--- src/rtl/replica_timing_monitor.sv ---
`default_nettype none
// ============================================================================
//  Module      : replica_timing_monitor
//  Description : Launch/capture endpoint for the frontend critical-path
//                replica chain. It toggles a launch bit every cycle and checks
//                the (non-inverting) replica output at the following edge.
//                Errors are counted per window, and an alert req/ack handshake
//                is raised toward the recovery controller.
//  Revision    : 1.0 - initial release
// ============================================================================
module replica_timing_monitor #(
    parameter int WARMUP_CYCLES  = 2,
    parameter int WINDOW         = 256,
    parameter int THRESHOLD      = 4,
    parameter int HOLDOFF_CYCLES = 16,
    parameter int CNT_W          = 16
) (
    input  logic             clk_i,
    input  logic             rst_ni,
    input  logic             enable_i,
    input  logic             clr_i,
    output logic             launch_o,
    input  logic             replica_out_i,
    output logic             err_pulse_o,
    output logic [CNT_W-1:0] err_total_o,
    output logic             alert_req_o,
    input  logic             alert_ack_i,
    output logic [2:0]       state_o
);

    localparam int WU_W  = (WARMUP_CYCLES > 1)  ? $clog2(WARMUP_CYCLES)  : 1;
    localparam int WIN_W = (WINDOW > 1)         ? $clog2(WINDOW)         : 1;
    localparam int HO_W  = (HOLDOFF_CYCLES > 1) ? $clog2(HOLDOFF_CYCLES) : 1;
    localparam int ERR_W = $clog2(THRESHOLD + 1);

    localparam logic [WU_W-1:0]  c_WU_LAST  = WU_W'(WARMUP_CYCLES - 1);
    localparam logic [WIN_W-1:0] c_WIN_LAST = WIN_W'(WINDOW - 1);
    localparam logic [HO_W-1:0]  c_HO_LAST  = HO_W'(HOLDOFF_CYCLES - 1);
    localparam logic [ERR_W-1:0] c_THRESH   = ERR_W'(THRESHOLD);

    typedef enum logic [2:0] {
        S_IDLE    = 3'd0,
        S_WARMUP  = 3'd1,
        S_MONITOR = 3'd2,
        S_ALERT   = 3'd3,
        S_HOLDOFF = 3'd4
    } state_t;

    state_t             r_state;
    state_t             w_state_nxt;
    logic [WU_W-1:0]    r_warm_cnt;
    logic [WU_W-1:0]    w_warm_nxt;
    logic [WIN_W-1:0]   r_win_cnt;
    logic [WIN_W-1:0]   w_win_cnt_nxt;
    logic [ERR_W-1:0]   r_win_err;
    logic [ERR_W-1:0]   w_win_err_nxt;
    logic [HO_W-1:0]    r_hold_cnt;
    logic [HO_W-1:0]    w_hold_nxt;

    logic               r_launch;
    logic               r_err_pulse;
    logic [CNT_W-1:0]   r_err_total;
    logic               r_alert_req;

    logic               w_compare;
    logic               w_mismatch;
    logic               w_win_wrap;
    logic [ERR_W-1:0]   w_win_err_sum;

    // Compare against the launch value that was presented before this edge;
    // a wrap edge's mismatch opens the new window's count.
    always_comb begin
        w_compare     = (r_state == S_MONITOR) || (r_state == S_ALERT) ||
                        (r_state == S_HOLDOFF);
        w_mismatch    = w_compare && (replica_out_i != r_launch);
        w_win_wrap    = (r_win_cnt == c_WIN_LAST);
        w_win_err_sum = w_win_wrap ? ERR_W'(w_mismatch)
                                   : (r_win_err + ERR_W'(w_mismatch));
    end

    // Next-state and counter logic; enable low overrides every transition.
    always_comb begin
        w_state_nxt   = r_state;
        w_warm_nxt    = r_warm_cnt;
        w_win_cnt_nxt = r_win_cnt;
        w_win_err_nxt = r_win_err;
        w_hold_nxt    = r_hold_cnt;
        if (!enable_i) begin
            w_state_nxt   = S_IDLE;
            w_warm_nxt    = '0;
            w_win_cnt_nxt = '0;
            w_win_err_nxt = '0;
            w_hold_nxt    = '0;
        end else begin
            case (r_state)
                S_IDLE: begin
                    w_state_nxt = S_WARMUP;
                    w_warm_nxt  = '0;
                end
                S_WARMUP: begin
                    if (r_warm_cnt == c_WU_LAST) begin
                        w_state_nxt   = S_MONITOR;
                        w_warm_nxt    = '0;
                        w_win_cnt_nxt = '0;
                        w_win_err_nxt = '0;
                    end else begin
                        w_warm_nxt = r_warm_cnt + WU_W'(1);
                    end
                end
                S_MONITOR: begin
                    if (w_win_err_sum >= c_THRESH) begin
                        w_state_nxt   = S_ALERT;
                        w_win_cnt_nxt = '0;
                        w_win_err_nxt = '0;
                    end else begin
                        w_win_cnt_nxt = w_win_wrap ? '0 : (r_win_cnt + WIN_W'(1));
                        w_win_err_nxt = w_win_err_sum;
                    end
                end
                S_ALERT: begin
                    if (alert_ack_i) begin
                        w_state_nxt = S_HOLDOFF;
                        w_hold_nxt  = '0;
                    end
                end
                S_HOLDOFF: begin
                    if (r_hold_cnt == c_HO_LAST) begin
                        w_state_nxt   = S_MONITOR;
                        w_hold_nxt    = '0;
                        w_win_cnt_nxt = '0;
                        w_win_err_nxt = '0;
                    end else begin
                        w_hold_nxt = r_hold_cnt + HO_W'(1);
                    end
                end
                default: begin
                    w_state_nxt = S_IDLE;
                end
            endcase
        end
    end

    // State register and phase counters.
    always_ff @(posedge clk_i) begin
        if (!rst_ni) begin
            r_state    <= S_IDLE;
            r_warm_cnt <= '0;
            r_win_cnt  <= '0;
            r_win_err  <= '0;
            r_hold_cnt <= '0;
        end else begin
            r_state    <= w_state_nxt;
            r_warm_cnt <= w_warm_nxt;
            r_win_cnt  <= w_win_cnt_nxt;
            r_win_err  <= w_win_err_nxt;
            r_hold_cnt <= w_hold_nxt;
        end
    end

    // Registered outputs: launch toggle, error pulse/total, alert request.
    always_ff @(posedge clk_i) begin
        if (!rst_ni) begin
            r_launch    <= 1'b0;
            r_err_pulse <= 1'b0;
            r_err_total <= '0;
            r_alert_req <= 1'b0;
        end else begin
            r_launch    <= (w_state_nxt == S_IDLE) ? 1'b0 : ~r_launch;
            r_err_pulse <= w_mismatch;
            r_alert_req <= (w_state_nxt == S_ALERT);
            if (clr_i) begin
                r_err_total <= '0;
            end else if (w_mismatch && (r_err_total != '1)) begin
                r_err_total <= r_err_total + CNT_W'(1);
            end
        end
    end

    assign launch_o    = r_launch;
    assign err_pulse_o = r_err_pulse;
    assign err_total_o = r_err_total;
    assign alert_req_o = r_alert_req;
    assign state_o     = r_state;

endmodule
`default_nettype wire

--- config.mk ---
export PLATFORM = sky130hd
export DESIGN_NAME = replica_timing_monitor
export DESIGN_NICKNAME = d
export VERILOG_FILES = /design/src/rtl/replica_timing_monitor.sv
export SDC_FILE = /design/constraint.sdc
export NUM_CORES = 1
export LEC_CHECK = 0
export ABC_AREA = 1
export BUFFER_PORTS_ARGS = -buffer_cell sky130_fd_sc_hd__buf_4
export CAP_MARGIN = 20
export CELL_PAD_IN_SITES_DETAIL_PLACEMENT = 2
export CELL_PAD_IN_SITES_GLOBAL_PLACEMENT = 2
export CORE_MARGIN = 4
export CORE_UTILIZATION = 30
export CTS_CLUSTER_DIAMETER = 60
export DETAILED_ROUTE_END_ITERATION = 7
export GPL_ROUTABILITY_DRIVEN = 0
export PLACE_DENSITY = 0.79
export SETUP_SLACK_MARGIN = 0.5
export SYNTH_ARGS = -nofsm -noshare
export SYNTH_HDL_FRONTEND = slang
export SYNTH_SLANG_ARGS = --single-unit
--- constraint.sdc ---
create_clock -name clk_i -period 4.05 [get_ports clk_i]
set_input_delay 0.6075 -clock clk_i [delete_from_list [all_inputs] [get_ports clk_i]]
set_output_delay 0.6075 -clock clk_i [all_outputs]
set_load 0.02 [all_outputs]
==> impl_metrics.ini <==
[run_status]
status = complete, no violations

[routing]
avgRoutedWirePerCell_um = 15.4
viasPerCell = 4.98
route.detailed.drc = 0
drt_wl_total_um = 6470
ant_nets = 0
drt_iter0_markers = 37
vias = 2085
drtPass1Iterations = 4

[cells_and_area]
final_cell_area_um2 = 2450
fillers = 807
antenna_cells = 0
area_delta_synth_final_pct = 20.1
final_nets = 352
fin_cells = 419
drive_gt1_share_pct = 13.5

[placed_design]
post_dp_cell_area_um2 = 2310
hpwlAfterDp_um = 4790
placement.io_buffers = 27
dp.cells = 411

[power_and_ir_drop]
comb_power_share_pct = 3.0
internal-power_w = 0.000630
p_switching_w = 0.000173
p_leak_nw = 1.06
power.density_nw_per_um2 = 328
p_seq_share_pct = 47.0
clockPowerShare_pct = 50.0
swShare_pct = 21.6
peakVddDrop_v = 0.000145

[global_routing]
gr-usage-all-layers_pct = 16.8
grt_pass1_wl_um = 11300
grt_max_degree = 18
antenna_found_initial = 0
grt_pass1_vias = 2298
grt.overflow.total = 0

[setup_path]
max_stage_delay_ns = 0.52
arrival_ns = 2.47
path_cells = inv_1 > nand2_1 > nand2_1 > nand2_2 > inv_2 > ha_1 > ha_1 > xnor2_1 > nand3_1 > inv_1 > nand3_1 > a21oi_1
startpoint = state_o[2]$_SDFF_PN0_
critPathRequiredTime_ns = 4.26
timing.rr.start = state_o[2]$_SDFF_PN0_
slowest_stage = dfxtp_1
cp-start-kind = flop
crit_fanout = 8
endpoint_kind = flop
critical_path_class = flop to flop

[die]
core_um2 = 6460
die_area_um2 = 8180
start_util_pct = 31.6
ioPinCount = 28
rows = 29
die_h_um = 90.5
die_x_um = 90.5

[sta]
worst_slew_pin_slew_ns = 0.561
hold_viol = 0
period_minus_slack_ns = 2.26
finalClockSkew_ns = 0.0127
max_slew_margin_pct = 62.6
fmax_mhz = 443
whs_ns = 0.498
finalCritPeriodShare_pct = 55.7
drv_slew = 0
rsz0062_at_grt = false
tns_ns = 0
final-setup-viol-count = 0

[logic_synthesis]
synth_largest_area_cell = dfxtp_1
synth_top_area_share_pct = 37.3
synthTopCellsByArea = dfxtp_1, nand2_1, nor2_1, a21oi_1, inv_1
post-synth-top-count-cell = nand2_1
syn_inst = 311
ys_seq_area_share_pct = 37.3
synth_common_cells = nand2_1, nor2_1, dfxtp_1
syn-num-nets = 322
synth-async-reset-ratio_pct = 0
syn_area_per_cell_um2 = 6.56
yosys_warnings = 0
ys_ff_latch = 38
synth-edff-count = 0
synth_flop_cell = dfxtp_1
netlist_area_um2 = 2040
yosysUniqueCellTypes = 25

[worst_hold_path]
min_path_type = flop to flop
min_from = launch_o$_SDFF_PP0_

[clock_network]
clk_path_buf_depth = 2
clkSinkCount = 38
cts_resized = 0
cts_buffers = 5
cts_tree = done
cts-root-buf = clkbuf_8
htreeDepth = 2
clk_pin_slew_ns = 0.09
clk-insertion-delay-late_ns = 0.30
hold_buffers = 0
post_cts_buffers = 0

[job]
drv_cap = 0
[logic make-up after synthesis]
| kind of cell | after synthesis | synth area share [%] |
|---|---|---|
| xor gates and xnor gates | 11 | 4.72 |
| adders and majority gates | 5 | 3.07 |
| DFF | 38 | 37.3 |
| buffers and inverters | 38 | 7.55 |
| and+or+nand+nor | 183 | 38.2 |
| AOI/OAI and AO/OA | 36 | 9.14 |
[per-layer routing]
layer / routed length (um) / GRT usage, %
met5: 0 / 0
met2: 2970 / 27.3
met4: 69 / 4.21
met3: 151 / 2.33
met1: 3280 / 23.3
[critical path: cells and delay by family, from the launching register on]
kind,cells,cell delay [ns]
compound gates,1,0.13
xor+xnor,1,0.24
fa+ha+maj,2,0.44
buf+inv,3,0.34
flops,1,0.52
simple gates,5,0.52
[stage by stage]
stage / worst slack, ns / util, % / power, W
2_1_floorplan: 2.08 / - / 0.000399
3_3_place_gp: 1.81 / 35.8 / 0.000410
3_5_place_dp: 1.76 / 35.8 / 0.000411
4_1_cts: 1.79 / 37.9 / 0.000814
5_1_grt: 1.52 / 37.9 / 0.000834
6_report: 1.79 / 37.9 / 0.000803
[path summary, 6_finish.rpt]
kind	slack, ns	endpoint	cells past startpoint
setup / recovery	1.79	r_win_err[1]$_SDFFE_PN0P_	12
hold / removal	0.50	launch_o$_SDFF_PP0_	1
setup reg to reg	1.79	r_win_err[1]$_SDFFE_PN0P_	12
hold reg to reg	0.50	launch_o$_SDFF_PP0_	1
[layout by cell type (no fill, tap or decap)]
cell,synthesis,routed
a211oi_1,1,1
bufinv_16,0,2
a21oi_1,28,28
clkbuf_8,0,5
and3_1,1,1
ha_1,5,5
nor3_1,4,4
xnor2_1,4,4
o21ai_0,6,6
nor3_2,1,1
or2_2,2,2
nand4_1,11,11
inv_2,3,3
clkinv_4,0,1
dfxtp_1,38,38
inv_1,31,31
nand3_1,22,22
nand3_2,1,1
o21ai_2,1,1
nand2_2,1,1
nand2_1,93,93
nor2_4,1,1
nor2_1,45,45
buf_4,1,27
xor2_1,7,7
nor2_2,1,1
[final cells by class]
| cell class | count | area [um2] | share of cell area (%) |
|---|---|---|---|
| Tap cell | 77 | 96.3 | 3.93 |
| Clock inverter | 3 | 68.8 | 2.81 |
| Timing Repair Buffer | 27 | 203 | 8.27 |
| Clock buffer | 5 | 68.8 | 2.81 |
| Multi-Input combinational cell | 235 | 1120 | 45.9 |
| Sequential cell | 38 | 761 | 31.1 |
| Inverter | 34 | 128 | 5.21 |
[power groups by stage]
| stage | sequential (W) | clock, W | combinational [W] |
|---|---|---|---|
| final | 0.000377 | 0.000402 | 0.0000243 |
| after global routing | 0.000378 | 0.000428 | 0.0000278 |
| after CTS | 0.000378 | 0.000412 | 0.0000248 |
| after detailed placement | 0.000386 | 0 | 0.0000245 |
| after global placement | 0.000386 | 0 | 0.0000241 |
| after floorplan | 0.000387 | 0 | 0.0000120 |
[state kept, by name, summed over array words and instances (netlist names)]
signal       count
err_total_o     16
err_pulse_o      1
alert_req_o      1
r_warm_cnt       1
state_o          3
r_win_cnt        8
r_win_err        3
r_hold_cnt       4
launch_o         1
Power figures use the tool's default switching activity.
